File: src/rtl/mbe_pkg.sv
// Shared types and helpers for the sequential radix-4 Booth multiplier.
package mbe_pkg;

  typedef enum logic [1:0] {
    IDLE = 2'd0,
    BUSY = 2'd1,
    DONE = 2'd2
  } mbe_state_t;

  typedef enum logic [2:0] {
    ZERO = 3'd0,
    POS1 = 3'd1,
    POS2 = 3'd2,
    NEG1 = 3'd3,
    NEG2 = 3'd4
  } booth_dig_t;

  // One extra digit covers the top bit of the sign/zero-extended multiplier.
  function automatic int n_digits(input int width);
    return width / 2 + 1;
  endfunction

  // Radix-4 recoding of the overlapping triplet (b[2i+1], b[2i], b[2i-1]).
  function automatic booth_dig_t booth_encode(input logic [2:0] slice);
    case (slice)
      3'b001, 3'b010: return POS1;
      3'b011:         return POS2;
      3'b100:         return NEG2;
      3'b101, 3'b110: return NEG1;
      default:        return ZERO;
    endcase
  endfunction

endpackage

File: src/rtl/mbe_mpy_seq_if.sv
// Operand/result handshake bundle for mbe_mpy_seq.
interface mbe_mpy_seq_if #(
  parameter int WIDTH = 32
);
  logic [WIDTH-1:0]   A;
  logic [WIDTH-1:0]   B;
  logic               SIGNED;
  logic               IN_VALID;
  logic               IN_READY;
  logic [2*WIDTH-1:0] MPY_OUT;
  logic               OUT_VALID;
  logic               OUT_READY;

  modport master (
    output A, B, SIGNED, IN_VALID, OUT_READY,
    input  IN_READY, MPY_OUT, OUT_VALID
  );

  modport slave (
    input  A, B, SIGNED, IN_VALID, OUT_READY,
    output IN_READY, MPY_OUT, OUT_VALID
  );
endinterface

File: src/rtl/mbe_booth_sel.sv
// Booth digit selector: turns a 3-bit multiplier slice into a signed
// partial product of the extended multiplicand.
module mbe_booth_sel
  import mbe_pkg::*;
#(
  parameter int WIDTH = 32
) (
  input  logic              [2:0]       b_slice,
  input  logic signed       [WIDTH+1:0] a_ext,
  output logic signed       [WIDTH+2:0] pp
);

  booth_dig_t              dig;
  logic signed [WIDTH+2:0] a_x1;
  logic signed [WIDTH+2:0] a_x2;

  // Pick 0, +/-A or +/-2A; 2A still fits because |A| <= 2^WIDTH.
  always_comb begin
    dig  = booth_encode(b_slice);
    a_x1 = {a_ext[WIDTH+1], a_ext};
    a_x2 = {a_ext, 1'b0};
    pp   = '0;
    case (dig)
      POS1:    pp = a_x1;
      POS2:    pp = a_x2;
      NEG1:    pp = -a_x1;
      NEG2:    pp = -a_x2;
      default: pp = '0;
    endcase
  end

endmodule

File: src/rtl/mbe_mpy_seq.sv
// Sequential radix-4 Booth multiplier, one digit per clock, signed or
// unsigned per operation.
//
//   state | meaning
//   IDLE  | ready for a new operand pair, last result held on MPY_OUT
//   BUSY  | retiring one Booth digit per cycle
//   DONE  | result presented, waiting for OUT_READY
module mbe_mpy_seq
  import mbe_pkg::*;
#(
  parameter int WIDTH = 32
) (
  input  logic        CLK,
  input  logic        RST_n,
  mbe_mpy_seq_if.slave bus
);

  localparam int N  = n_digits(WIDTH);
  localparam int CW = $clog2(N);
  localparam int XW = WIDTH + 2;
  localparam int AW = WIDTH + 3;

  mbe_state_t state_q;
  mbe_state_t state_d;

  logic        [CW-1:0]      cnt_q;
  logic signed [XW-1:0]      a_q;
  logic signed [XW-1:0]      b_q;
  logic                      b_prev_q;
  logic signed [AW-1:0]      acc_q;
  logic        [WIDTH-1:0]   lo_q;
  logic        [2*WIDTH-1:0] mpy_q;

  logic                      accept;
  logic                      last_dig;
  logic        [XW-1:0]      a_in_ext;
  logic        [XW-1:0]      b_in_ext;
  logic        [2:0]         b_slice;
  logic signed [AW-1:0]      pp;
  logic signed [AW-1:0]      sum;
  logic signed [AW-1:0]      acc_shr;
  logic        [XW-1:0]      lo_nxt;

  assign accept   = (state_q == IDLE) && bus.IN_VALID;
  assign last_dig = (state_q == BUSY) && (cnt_q == CW'(N - 1));

  assign a_in_ext = bus.SIGNED ? {{2{bus.A[WIDTH-1]}}, bus.A} : {2'b00, bus.A};
  assign b_in_ext = bus.SIGNED ? {{2{bus.B[WIDTH-1]}}, bus.B} : {2'b00, bus.B};

  // b_q is shifted right two bits per digit, so the current triplet is
  // always its two LSBs plus the bit shifted out last time.
  assign b_slice = {b_q[1:0], b_prev_q};

  mbe_booth_sel #(.WIDTH(WIDTH)) u_booth_sel (
    .b_slice (b_slice),
    .a_ext   (a_q),
    .pp      (pp)
  );

  // Add-then-shift: two product bits retire into lo per digit.
  always_comb begin
    sum     = acc_q + pp;
    acc_shr = sum >>> 2;
    lo_nxt  = {sum[1:0], lo_q};
  end

  // State register.
  always_ff @(posedge CLK) begin
    if (!RST_n) state_q <= IDLE;
    else        state_q <= state_d;
  end

  // Next-state and handshake decode.
  always_comb begin
    state_d       = state_q;
    bus.IN_READY  = 1'b0;
    bus.OUT_VALID = 1'b0;
    case (state_q)
      IDLE: begin
        bus.IN_READY = 1'b1;
        if (bus.IN_VALID) state_d = BUSY;
      end
      BUSY: begin
        if (last_dig) state_d = DONE;
      end
      DONE: begin
        bus.OUT_VALID = 1'b1;
        if (bus.OUT_READY) state_d = IDLE;
      end
      default: state_d = IDLE;
    endcase
  end

  // Operand capture, digit iteration and result latch.
  always_ff @(posedge CLK) begin
    if (!RST_n) begin
      cnt_q    <= '0;
      a_q      <= '0;
      b_q      <= '0;
      b_prev_q <= 1'b0;
      acc_q    <= '0;
      lo_q     <= '0;
      mpy_q    <= '0;
    end else if (accept) begin
      cnt_q    <= '0;
      a_q      <= a_in_ext;
      b_q      <= b_in_ext;
      b_prev_q <= 1'b0;
      acc_q    <= '0;
      lo_q     <= '0;
    end else if (state_q == BUSY) begin
      cnt_q    <= cnt_q + CW'(1);
      b_q      <= b_q >>> 2;
      b_prev_q <= b_q[1];
      acc_q    <= acc_shr;
      lo_q     <= lo_nxt[XW-1:2];
      if (last_dig) mpy_q <= {acc_shr[WIDTH-3:0], lo_nxt};
    end
  end

  assign bus.MPY_OUT = mpy_q;

endmodule

File: src/flat_wrapper.sv
// flat-port wrapper written by rule: the top's interface ports become plain ports
module mbe_mpy_seq_flat import mbe_pkg::*;
#(
  parameter int WIDTH = 32
)
  (CLK, RST_n, bus_A, bus_B, bus_SIGNED, bus_IN_VALID, bus_OUT_READY, bus_IN_READY, bus_MPY_OUT, bus_OUT_VALID);
  mbe_mpy_seq_if #(.WIDTH(WIDTH)) bus_i ();
  input  logic CLK;
  input  logic RST_n;
  input wire logic [$bits(bus_i.A)-1:0] bus_A;
  input wire logic [$bits(bus_i.B)-1:0] bus_B;
  input wire logic [$bits(bus_i.SIGNED)-1:0] bus_SIGNED;
  input wire logic [$bits(bus_i.IN_VALID)-1:0] bus_IN_VALID;
  input wire logic [$bits(bus_i.OUT_READY)-1:0] bus_OUT_READY;
  output wire logic [$bits(bus_i.IN_READY)-1:0] bus_IN_READY;
  output wire logic [$bits(bus_i.MPY_OUT)-1:0] bus_MPY_OUT;
  output wire logic [$bits(bus_i.OUT_VALID)-1:0] bus_OUT_VALID;
  assign bus_i.A = bus_A;
  assign bus_i.B = bus_B;
  assign bus_i.SIGNED = bus_SIGNED;
  assign bus_i.IN_VALID = bus_IN_VALID;
  assign bus_i.OUT_READY = bus_OUT_READY;
  assign bus_IN_READY = bus_i.IN_READY;
  assign bus_MPY_OUT = bus_i.MPY_OUT;
  assign bus_OUT_VALID = bus_i.OUT_VALID;
  mbe_mpy_seq #(.WIDTH(WIDTH)) u_core (.CLK(CLK), .RST_n(RST_n), .bus(bus_i));
endmodule
File: config.mk
export PLATFORM = sky130hd
export DESIGN_NAME = mbe_mpy_seq_flat
export DESIGN_NICKNAME = d
export VERILOG_FILES = /design/src/rtl/mbe_pkg.sv /design/src/rtl/mbe_mpy_seq_if.sv /design/src/rtl/mbe_booth_sel.sv /design/src/rtl/mbe_mpy_seq.sv /design/src/flat_wrapper.sv
export SDC_FILE = /design/constraint.sdc
export NUM_CORES = 1
export LEC_CHECK = 0
export CAP_MARGIN = 10
export CORE_MARGIN = 5
export CORE_UTILIZATION = 50
export CTS_CLUSTER_DIAMETER = 60
export DETAILED_ROUTE_END_ITERATION = 8
export GPL_TIMING_DRIVEN = 0
export PLACE_DENSITY = 0.85
export SKIP_CTS_REPAIR_TIMING = 1
export SLEW_MARGIN = 15
export SYNTH_ARGS = -nofsm -noshare
export SYNTH_HDL_FRONTEND = slang
export SYNTH_SLANG_ARGS = --single-unit
File: constraint.sdc
create_clock -name CLK -period 4.84 [get_ports CLK]
set_input_delay 0.726 -clock CLK [delete_from_list [all_inputs] [get_ports CLK]]
set_output_delay 0.726 -clock CLK [all_outputs]
set_load 0.01 [all_outputs]
---- Yosys cells after proc, flatten, opt, wreduce, memory -nomap -nowiden ----
Cells that the tools add are included.
storage, ports and cells
  register bits ........................... 205
  input bits .............................. 69
  output and inout bits ................... 66
  logic and storage cells ................. 52
cells by class
  add/subtract/negate cells ............... 4
  eq/ne operators ......................... 16
  muxes and demuxes ....................... 12
  bitwise logic cells ..................... 2
  reductions and logical operators ........ 9
operator list
  operator             number
  $pmux 35 s4          1
  $mux 34              3
  $add 33x35->35       1
  $neg 34->35          1
  $neg 35->35          1
  $mux 33              1
  $eq 3x2->1 const B   4
  $eq 3x3->1 const B   4
  $pmux 3 s4           1
  $eq 3x1->1 const B   2
  $mux 2               3
  $pmux 2 s3           1
  $reduce_and 3->1     2
  $reduce_or 2->1      3
  $add 5x1->5 const B  1
  $eq 5x5->1 const B   1
  $ne 2x2->1 const B   2
  $eq 2x1->1 const B   1
  $eq 2x2->1 const B   1
  $logic_and 1x1->1    2
  $logic_not 2->1      1
  $mux 1               2
  $ne 2x1->1 const B   1
  $not 1->1            2
  $reduce_bool 2->1    1

---- Logic depth before layout (Yosys ltp) ----
Gate-level depths: netlist (run 1).
  depth after elaboration ................. 6
  depth in mapped cells ................... 21

---- Cells and area by module ----
From an unflattened synthesis (run 1), not the netlist that was laid out.
unflattened totals
  cell total of the unflattened synthesis .. 1451
  area, all modules ....................... 11121.9 um2
by module, submodules not included
  module         times used  cells each  area an instance (um2)  sequential area each (um2)
  mbe_mpy_seq    1           1124        8994.9                  4083.9
  mbe_booth_sel  1           327         2127.0                  0.0

---- Worst setup path before layout (run 1) ----
OpenSTA, ideal clock, no wires.
  path type ............................... reg-to-reg
  start ................................... register u_core.a_q[4]
  end ..................................... register u_core.mpy_q[63], in the netlist u_core.bus.MPY_OUT[63]
  library setup time ...................... 120 ps
  arrival ................................. 4379 ps
  data required time ...................... 4720 ps
  slack ................................... 341 ps
  cell stages (with the launch flop) ...... 20
  period minus slack after synthesis ...... 4499 ps
  cells stage by stage .................... dfxtp_1 buf_6 or4_4 nor4_4 and2_1 nand2_1 or4_1 nand2_1 xnor2_1 a221oi_1 a31oi_1 ha_1 clkbuf_1 and3_1 a221o_1 a21oi_1 o21ai_0 a221oi_1 nor4_1 a211o_1
between the ends
  longest elaborated chain between the ends .. 3
  elaborated cells between the ends (all ways) .. 4
  those cells by class .................... add/sub (3); mux (1)
ends and longest elaborated chain
  item                                        line                                      text
  start, declared                             mbe_mpy_seq.sv:27                         logic signed [XW-1:0] a_q;
  start signal, assigned                      mbe_mpy_seq.sv:106                        a_q <= a_in_ext;
  $neg 35->35 or $neg 34->35 (tied branches)  mbe_booth_sel.sv:27, mbe_booth_sel.sv:26
  $pmux 35 s4 *                               mbe_booth_sel.sv:23                       case (dig)
  $add 33x35->35 *                            mbe_mpy_seq.sv:62                         sum = acc_q + pp;
  end signal, assigned                        mbe_mpy_seq.sv:117                        if (last_dig) mpy_q <= {acc_shr[WIDTH-3:0], lo_nxt};
  end, declared                               mbe_mpy_seq.sv:32                         logic [2*WIDTH-1:0] mpy_q;
Mark *: on every way between the ends. The rest lies on a longest branch, timed or not.
A chain may end at the register's enable or synchronous reset.

---- Worst setup path in the final report (run 1) ----
  start ................................... register u_core.a_q[0]
  end ..................................... register u_core.mpy_q[63], in the netlist u_core.bus.MPY_OUT[63]
The elaborated chain is that of the path after synthesis.

==> results of run 1 <==
how the worst max path moves through the flow:
stage	to	start	slack, ps
6_report	u_core.bus.MPY_OUT[63]	u_core.a_q[0]	120
4_1_cts	u_core.bus.MPY_OUT[63]	u_core.a_q[2]	-530
5_1_grt	u_core.bus.MPY_OUT[63]	u_core.a_q[10]	-100
3_3_place_gp	u_core.bus.MPY_OUT[63]	u_core.a_q[2]	-510
3_5_place_dp	u_core.bus.MPY_OUT[63]	u_core.a_q[2]	-500
2_1_floorplan	u_core.bus.MPY_OUT[63]	u_core.a_q[4]	340
flip-flops by register name, indices dropped and copies added (netlist names):
register	flops
u_core.b_prev_q	1
u_core.a_q	33
u_core.b_q	34
u_core.bus.MPY_OUT	64
u_core.cnt_q	5
u_core.lo_q	32
u_core.state_q	2
u_core.acc_q	33
synthesized netlist by cell type (18+ instances only):
library cell	n	area (um2)
a21o_1	29	218
a21oi_1	229	1150
a221oi_1	24	210
a22oi_1	40	300
clkbuf_1	103	387
dfxtp_1	204	4080
ha_1	37	463
inv_1	20	75.1
nand2_1	383	1440
nand3_1	31	155
nor2_1	55	206
nor3_1	18	90.1
o21ai_0	32	160
xnor2_1	42	368
xor2_1	39	342
per-stage QoR:
step	setup slack, ps	util	hold WS [ps]	area (um2)	power, W
floorplan	341	-	432	11000	0.00225
global placement	-507	0.583	442	12700	0.00246
detailed placement	-504	0.583	445	12700	0.00247
CTS	-527	0.625	455	13500	0.00446
global route	-98.6	0.637	470	13800	0.00467
finish	116	0.637	453	13800	0.00450
area by class of cell:
type                       count  area (um2)  area share
sequential                   204        4090       0.296
clock inverter                15         239      0.0173
multi-input combinational   1120        6540       0.474
tap                          280         350      0.0254
timing repair buffer         145        1420       0.103
inverter                      21        78.8     0.00571
buffer                       113         437      0.0316
clock buffer                  29         659      0.0477
cell families after synthesis:
| group | after synthesis |
|---|---|
| compound gates | 436 |
| xor+xnor | 81 |
| fa+ha+maj | 38 |
| buf+inv | 142 |
| flops | 204 |
| mux | 10 |
| simple gates | 555 |
routing by layer:
metal | global-route usage | part of all wire | wire, um
met1 | 0.335 | 0.43 | 14200
met2 | 0.430 | 0.47 | 15700
met3 | 0.0298 | 0.069 | 2280
met4 | 0.0739 | 0.028 | 929
met5 | 0 | 0 | 0
power by group:
part / internal, W / switching [W]
Combinational: 0.000287 / 0.000456
Clock: 0.00125 / 0.000747
Sequential: 0.00173 / 0.0000368
Total: 0.00326 / 0.00124
critical path, delay by kind of cell, from the launching register on:
family / cells / cell delay, ps
DFF: 1 / 350
AOI/OAI and AO/OA: 7 / 1700
adders and majority gates: 1 / 320
xor gates and xnor gates: 1 / 90
and+or+nand+nor: 8 / 2130
==> impl_metrics.toml, run 1 <==
[setup_path]
timing.rr.end = "u_core.bus.MPY_OUT[63]"
crit_type = "flop to flop"
path_max_fanout = 6
rr_startpoint = "u_core.a_q[0]"
cp_slowest_cell = "or4_4"
worstPathRequired_ps = 5250
cp-end-kind = "flop"
max_stage_delay_ps = 610
cp-start-kind = "flop"
worstPathArrival_ps = 5130
crit_chain = "or4_4, nor4_4, and2_4, nand2_1, or4_4, nand2_2, xnor2_2, a221oi_2, a31oi_4, ha_4, and3_1, a221o_1, a21oi_1, o21ai_1, a221oi_2, nor4_1, a211o_1"
regToRegSetupSlack_ps = 120
rr_worst_depth = 17

[floorplan]
start_util = 0.506
die_x_um = 158
rows = 54
pin_count = 135
core_area_um2 = 21700
chipHeight_um = 158
die_area_um2 = 25000

[power_and_ir_drop]
total_leakage_power_nw = 5.06
p_per_area_nw_per_um2 = 326
vdd_drop_max_mv = 0.316

[global_route]
grt_pass1_vias = 10200
antenna_found_initial = 0
groute.usage.overall = 0.252
grt_pass1_wl_um = 51600
grt-ovfl-total = 0
grt_max_degree = 15

[cells_and_area]
diodes = 0
fin_nets = 1736
mostFrequentLayoutCell = "nand2_1"
final_cells = 1927
layout_common_cells = "nand2_1 (382), a21oi_1 (227), dfxtp_1 (202)"
final.fill_count = 1870
drive_above_1_share = 0.0662
syn_to_final_growth_pct = 25.9

[logic_synthesis]
netlist_area_um2 = 11000
yosysWarnings = 0
synth_seq_area_share = 0.372
synth_compound_area_frac = 0.243
yosys-mux-area-fraction = 0.00913
synth_flop_cell = "dfxtp_1"
synth_xor_xnor_area_share = 0.0647
avgSynthCellArea_um2 = 7.48
synth_top_family_by_area = "compound AO/OA/AOI/OAI gates"
async_flop_share = 0
syn_inst = 1466
ys_seq_elements = 204
synth_edf_count = 0
synth_adder_area_share = 0.0440
synthDistinctLibCells = 60
syn_nets = 1573
synthSimpleGateAreaFrac = 0.217

[place]
dpl.cell_count = 1879
gp_congestion = 0.963
portBuffers = 133
place_hpwl_um = 24700

[route]
antenna_left = 0
first_iter_violations = 919
wl_um = 33100
first_pass_iters = 8
wire_per_inst_um = 17.2
vias_per_cell = 5.81
vias = 11200
route.detailed.drc = 0

[min_path]
hold_end = "u_core.b_q[5]"
hp-class = "flop to flop"
whs_path_depth = 2
hp-start = "u_core.b_q[5]"

[clock_tree]
cts_max_level = 1
clk_pin_slew_ps = 60
cts_sinks = 204
cts_root_buf = "clkbuf_16"
tritoncts = "yes"
cts_buffers = 24
clkLatencyLatePin_ps = 530
clk_path_buf_depth = 3

[sta]
setup_tns_ps = 0
slew_headroom = 0.401
fin_crit_sh = 0.976
min_period_ps = 4720
fmax_mhz = 212
rsz0062_at_grt = "yes"
skew_ps = 15.5
setup_viol = 0
finalHoldViolCount = 0
worst_slew_pin_slew_ps = 898
drv_slew = 0

[run]
max_cap_violations = 0

[run_status]
outcome = "completed"
No activity file was read; power rests on OpenSTA's default activity.
==> inputs of run 2 (changes only) <==
Settings changed: SKIP_CTS_REPAIR_TIMING 1 to unset.
==> run 2 against run 1 <==
Register-to-register slack better by 30 ps. Hold slack worse by 0.75 ps. Critical path type unchanged. Clock skew down 1.3 ps. Sequential share of layout area down 0.11 points. Setup slack better by 25 ps. First-iteration DRC count up 1.5%. Fmax up 0.54%. Cell count about the same. Critical endpoint is now u_core.acc_q[32]. Flip-flop and latch count unchanged. Utilization up 0.35 points. Combinational power up 1%. Largest power group unchanged. Clock power about the same.
==> impl_metrics.toml, run 2 (synthesis results as in run 1) <==
[run_status]
outcome = "completed"

[setup_path]
max_stage_delay_ps = 570
path_max_fanout = 7
worstPathArrival_ps = 5150
worstPathRequired_ps = 5290
regToRegSetupSlack_ps = 140
cp-start-kind = "flop"
crit_chain = "or4_4, nor4_4, buf_4, nand2_4, or4_4, nand2_4, xnor2_4, nand2_1, a31oi_4, ha_4, nand4_1, nor2_1, o2bb2ai_2, a211oi_2, o211ai_1, a31oi_1, xor2_1, or3_1, a21oi_2"
crit_type = "flop to flop"
cp-end-kind = "flop"
cp_slowest_cell = "or4_4"

[power_and_ir_drop]
p_switching_w = 0.00125
p_comb_frac = 0.167
p_per_area_nw_per_um2 = 325
p_sw_frac = 0.276
p_int_w = 0.00327
seq_power_share = 0.390
vdd_drop_max_mv = 0.319
total_leakage_power_nw = 5.08
pwr-share-clk = 0.443

[route]
route.detailed.drc = 0
first_pass_iters = 5
vias = 11200
vias_per_cell = 5.82
wire_per_inst_um = 17.3
first_iter_violations = 933
antenna_left = 0
wl_um = 33300

[cells_and_area]
diodes = 0
final_cells = 1928
largest_register_ff_count = 64
multi_input_area_um2 = 6600
layout_common_cells = "nand2_1 (381), a21oi_1 (227), dfxtp_1 (200)"
finalInstanceArea_um2 = 13900
syn_to_final_growth_pct = 26.6
mostFrequentLayoutCell = "nand2_1"
regArea_um2 = 4090
fin_nets = 1737
final.fill_count = 1866
drive_above_1_share = 0.0722

[global_route]
groute.usage.overall = 0.253
grt_pass1_vias = 10200
grt_max_degree = 15
grt-ovfl-total = 0
grt_pass1_wl_um = 51900
antenna_found_initial = 0

[floorplan]
die_area_um2 = 25000
rows = 54
pin_count = 135
chipHeight_um = 158
start_util = 0.506
core_area_um2 = 21700
die_x_um = 158

[clock_tree]
clk_path_buf_depth = 3
cts_sinks = 204
cts_hold_buf = 0
clk_pin_slew_ps = 60
cts_root_buf = "clkbuf_16"
cts_max_level = 1
clkLatencyLatePin_ps = 520
tritoncts = "yes"
cts_buffers = 24

[sta]
drv_slew = 0
slew_headroom = 0.416
fin_crit_sh = 0.971
min_period_ps = 4700
finalHoldViolCount = 0
worst_slew_pin_slew_ps = 876
setup_tns_ps = 0
hold_slack_ps = 452
fmax_mhz = 213
skew_ps = 14.2
setup_viol = 0

[run]
max_cap_violations = 0

[place]
place_hpwl_um = 24700
dpl.cell_count = 1879
post_dp_cell_area_um2 = 12700
gp_congestion = 0.963
portBuffers = 133

[min_path]
hp-class = "flop to flop"
[run 2: what timing repair did]
action,4_1_cts,5_1_grt
buffers inserted,4,11
setup endpoints to repair,12,24
resized for setup,13,60
pin swaps,5,19
[run 2: layout make-up]
type / count / area share
Buffer: 111 / 0.0304
Tap cell: 280 / 0.0252
Inverter: 21 / 0.00568
Timing Repair Buffer: 148 / 0.104
Clock buffer: 29 / 0.0475
Multi-Input combinational cell: 1120 / 0.475
Sequential cell: 204 / 0.295
Clock inverter: 15 / 0.0172
[run 2: per-layer routing]
layer	vias to the layer above	wire, um	GRT usage
met3	76	2380	0.0320
met1	5252	14200	0.335
li1	5434	-	-
met5	-	0	0
met2	453	15700	0.429
met4	0	1010	0.0812
[run 2: final timing paths]
check,startpoint,endpoint,cells after the start
hold / removal,u_core.b_q[5],u_core.b_q[5],2
hold reg to reg,u_core.b_q[5],u_core.b_q[5],2
setup / recovery,u_core.a_q[13],u_core.acc_q[32],19
setup reg to reg,u_core.a_q[13],u_core.acc_q[32],19
[run 2: metrics by stage]
| step | setup WS, ps | util | power (W) |
|---|---|---|---|
| 2_1_floorplan | 341 | - | 0.00225 |
| 3_3_place_gp | -507 | 0.583 | 0.00246 |
| 3_5_place_dp | -504 | 0.583 | 0.00247 |
| 4_1_cts | 29.3 | 0.628 | 0.00447 |
| 5_1_grt | -69.2 | 0.640 | 0.00468 |
| 6_report | 141 | 0.640 | 0.00452 |
[run 2: power groups by stage]
stage,Clock [W],Sequential [W],Combinational [W]
finish,0.00200,0.00176,0.000752
global route,0.00210,0.00177,0.000815
CTS,0.00202,0.00176,0.000692
detailed placement,0,0.00180,0.000675
global placement,0,0.00179,0.000666
floorplan,0,0.00179,0.000465
[run 2: worst max-delay path: cells and delay by family (launching register included)]
family / cells / cell delay [ps]
flops: 1 / 360
fa+ha+maj: 1 / 260
xor+xnor: 2 / 240
simple gates: 9 / 2360
compound gates: 6 / 1190
buf+inv: 1 / 200
==> inputs of run 3 (changes only) <==
Settings changed: CELL_PAD_IN_SITES_DETAIL_PLACEMENT set to 1, CELL_PAD_IN_SITES_GLOBAL_PLACEMENT set to 1, CORE_ASPECT_RATIO set to 1.25, CORE_UTILIZATION 50 to 44, PLACE_DENSITY 0.85 to 0.94.
Clock period 4.84 ns to 6 ns, I/O delays scaled along.
==> run 3 against run 2 <==
Critical path depth stayed put. Sequential share of layout area is 0.87 points higher. First-iteration DRC count is 12% lower. Clock skew is 0.86 ps lower. Total power is 25% lower. Setup slack better by 340 ps. Register-to-register slack better by 340 ps. Hold slack better by 0.52 ps. Clock power is 30% lower. Cell count is 2.1% higher. Flip-flop and latch count stayed put. Critical path type unchanged. Largest cell class unchanged. Largest power group is now sequential cells.
==> impl_metrics.toml, run 3 (synthesis results as in run 1) <==
[run_status]
outcome = "completed"

[global_route]
groute.usage.overall = 0.263
grt-ovfl-total = 0
met2_usage = 0.482
grt-busiest-layer = "met2"
grt_pass1_vias = 11900
grt_max_degree = 15
use_met3 = 0.0274
grtUsageMet1 = 0.309
antenna_found_initial = 0
grt_pass1_wl_um = 61100

[floorplan]
chipHeight_um = 187
rows = 64
die_area_um2 = 28200
pin_count = 135
core_area_um2 = 24500
die_x_um = 151
start_util = 0.448

[setup_path]
cp-end-kind = "flop"
crit_type = "flop to flop"
crit_chain = "clkbuf_1, or4_1, nor4_4, and2_1, nand2_1, or4_1, nand2_1, xnor2_1, a221oi_1, a31oi_1, ha_1, clkbuf_1, and3_1, a221o_1, a21oi_1, o21ai_0, a221oi_1, nor4_1, a211o_1"
timing.rr.end = "u_core.bus.MPY_OUT[63]"
critical_path_buf_inv_count = 2
cp_slowest_cell = "or4_1"
regToRegSetupSlack_ps = 480
worstPathArrival_ps = 5930
rr_startpoint = "u_core.a_q[2]"
cp-start-kind = "flop"
worstPathRequired_ps = 6420
crit_family = "simple AND/OR/NAND/NOR gates"
max_stage_delay_ps = 660
rr_worst_depth = 19
path_max_fanout = 8

[cells_and_area]
diodes = 0
largest_register_ff_count = 64
syn_to_final_growth_pct = 22.7
regArea_um2 = 4080
fin_nets = 1730
mostFrequentLayoutCell = "nand2_1"
drive_above_1_share = 0.0311
multi_input_area_um2 = 6340
final.fill_count = 3093
layout_common_cells = "nand2_1 (383), a21oi_1 (229), dfxtp_1 (204)"

[place]
portBuffers = 133
gp_congestion = 0.944
place_hpwl_um = 28300

[power_and_ir_drop]
total_leakage_power_nw = 4.89
p_per_area_nw_per_um2 = 252
vdd_drop_max_mv = 0.212
design_power_total_w = 0.00339

[route]
first_iter_violations = 823
first_pass_iters = 5
route.detailed.drc = 0
antenna_left = 0
vias = 11300
wire_per_inst_um = 19.3
vias_per_cell = 5.76
wl_um = 38000

[sta]
finalHoldViolCount = 0
worst_slew_pin_slew_ps = 1000
fmax_mhz = 181
setup_viol = 0
min_period_ps = 5520
skew_ps = 13.3
rsz0062_at_grt = "no"
setup_tns_ps = 0
drv_slew = 0
fin_crit_sh = 0.919
slew_headroom = 0.330

[clock_tree]
clk_path_buf_depth = 3
cts_hold_buf = 0
cts_resized = 0
postCtsSetupBuffers = 0
tritoncts = "yes"
cts_sinks = 204
clk_pin_slew_ps = 70
cts_max_level = 1
cts_root_buf = "clkbuf_16"
clkLatencyLatePin_ps = 520
cts_buffers = 22

[min_path]
whs_path_depth = 2
hold_end = "u_core.bus.MPY_OUT[41]"
hp-start = "u_core.bus.MPY_OUT[41]"
hp-class = "flop to flop"

[run]
max_cap_violations = 0
## run 3: cell type report
| cell class | count | share of cell area |
|---|---|---|
| Multi-Input combinational cell | 1120 | 0.471 |
| Timing Repair Buffer | 133 | 0.0989 |
| Sequential cell | 204 | 0.303 |
| Clock buffer | 29 | 0.0458 |
| Tap cell | 330 | 0.0307 |
| Clock inverter | 10 | 0.00958 |
| Buffer | 121 | 0.0345 |
| Inverter | 21 | 0.00586 |
## run 3: power by group
| group | switching, W | total (W) | internal, W |
|---|---|---|---|
| sequential | 0.0000301 | 0.00142 | 0.00139 |
| combinational | 0.000366 | 0.000571 | 0.000205 |
| clock | 0.000583 | 0.00140 | 0.000817 |
| total | 0.000979 | 0.00339 | 0.00241 |
## run 3: worst max-delay path by stage
stage,startpoint,endpoint,cells after the start
floorplan,u_core.a_q[4],u_core.bus.MPY_OUT[63],19
global placement,u_core.a_q[2],u_core.bus.MPY_OUT[63],19
detailed placement,u_core.a_q[2],u_core.acc_q[32],19
CTS,u_core.a_q[2],u_core.bus.MPY_OUT[63],19
global route,u_core.a_q[2],u_core.acc_q[29],19
finish,u_core.a_q[2],u_core.bus.MPY_OUT[63],19
## run 3: worst register-to-register path, delay by kind of cell, from the launching register on
family                   cells  cell delay [ps]
buffers and inverters        2              390
AO/OA/AOI/OAI                7             1920
XOR/XNOR                     1              150
flip-flops                   1              300
AND/OR/NAND/NOR              8             2350
adder cells (fa/ha/maj)      1              320
## run 3: per-stage QoR
stage	util	hold slack [ps]	std cells	cell area, um2	worst slack (ps)
global placement	0.519	441	1929	12700	683
finish	0.549	452	1968	13500	484
detailed placement	0.519	449	1929	12700	568
global route	0.549	475	1968	13500	212
floorplan	-	432	1466	11000	1500
CTS	0.549	457	1968	13500	574
## run 3: metal layers
layer	routed length, um	part of all wire
met5	0	0
met3	1720	0.045
met1	15000	0.39
met4	1480	0.039
met2	19800	0.52
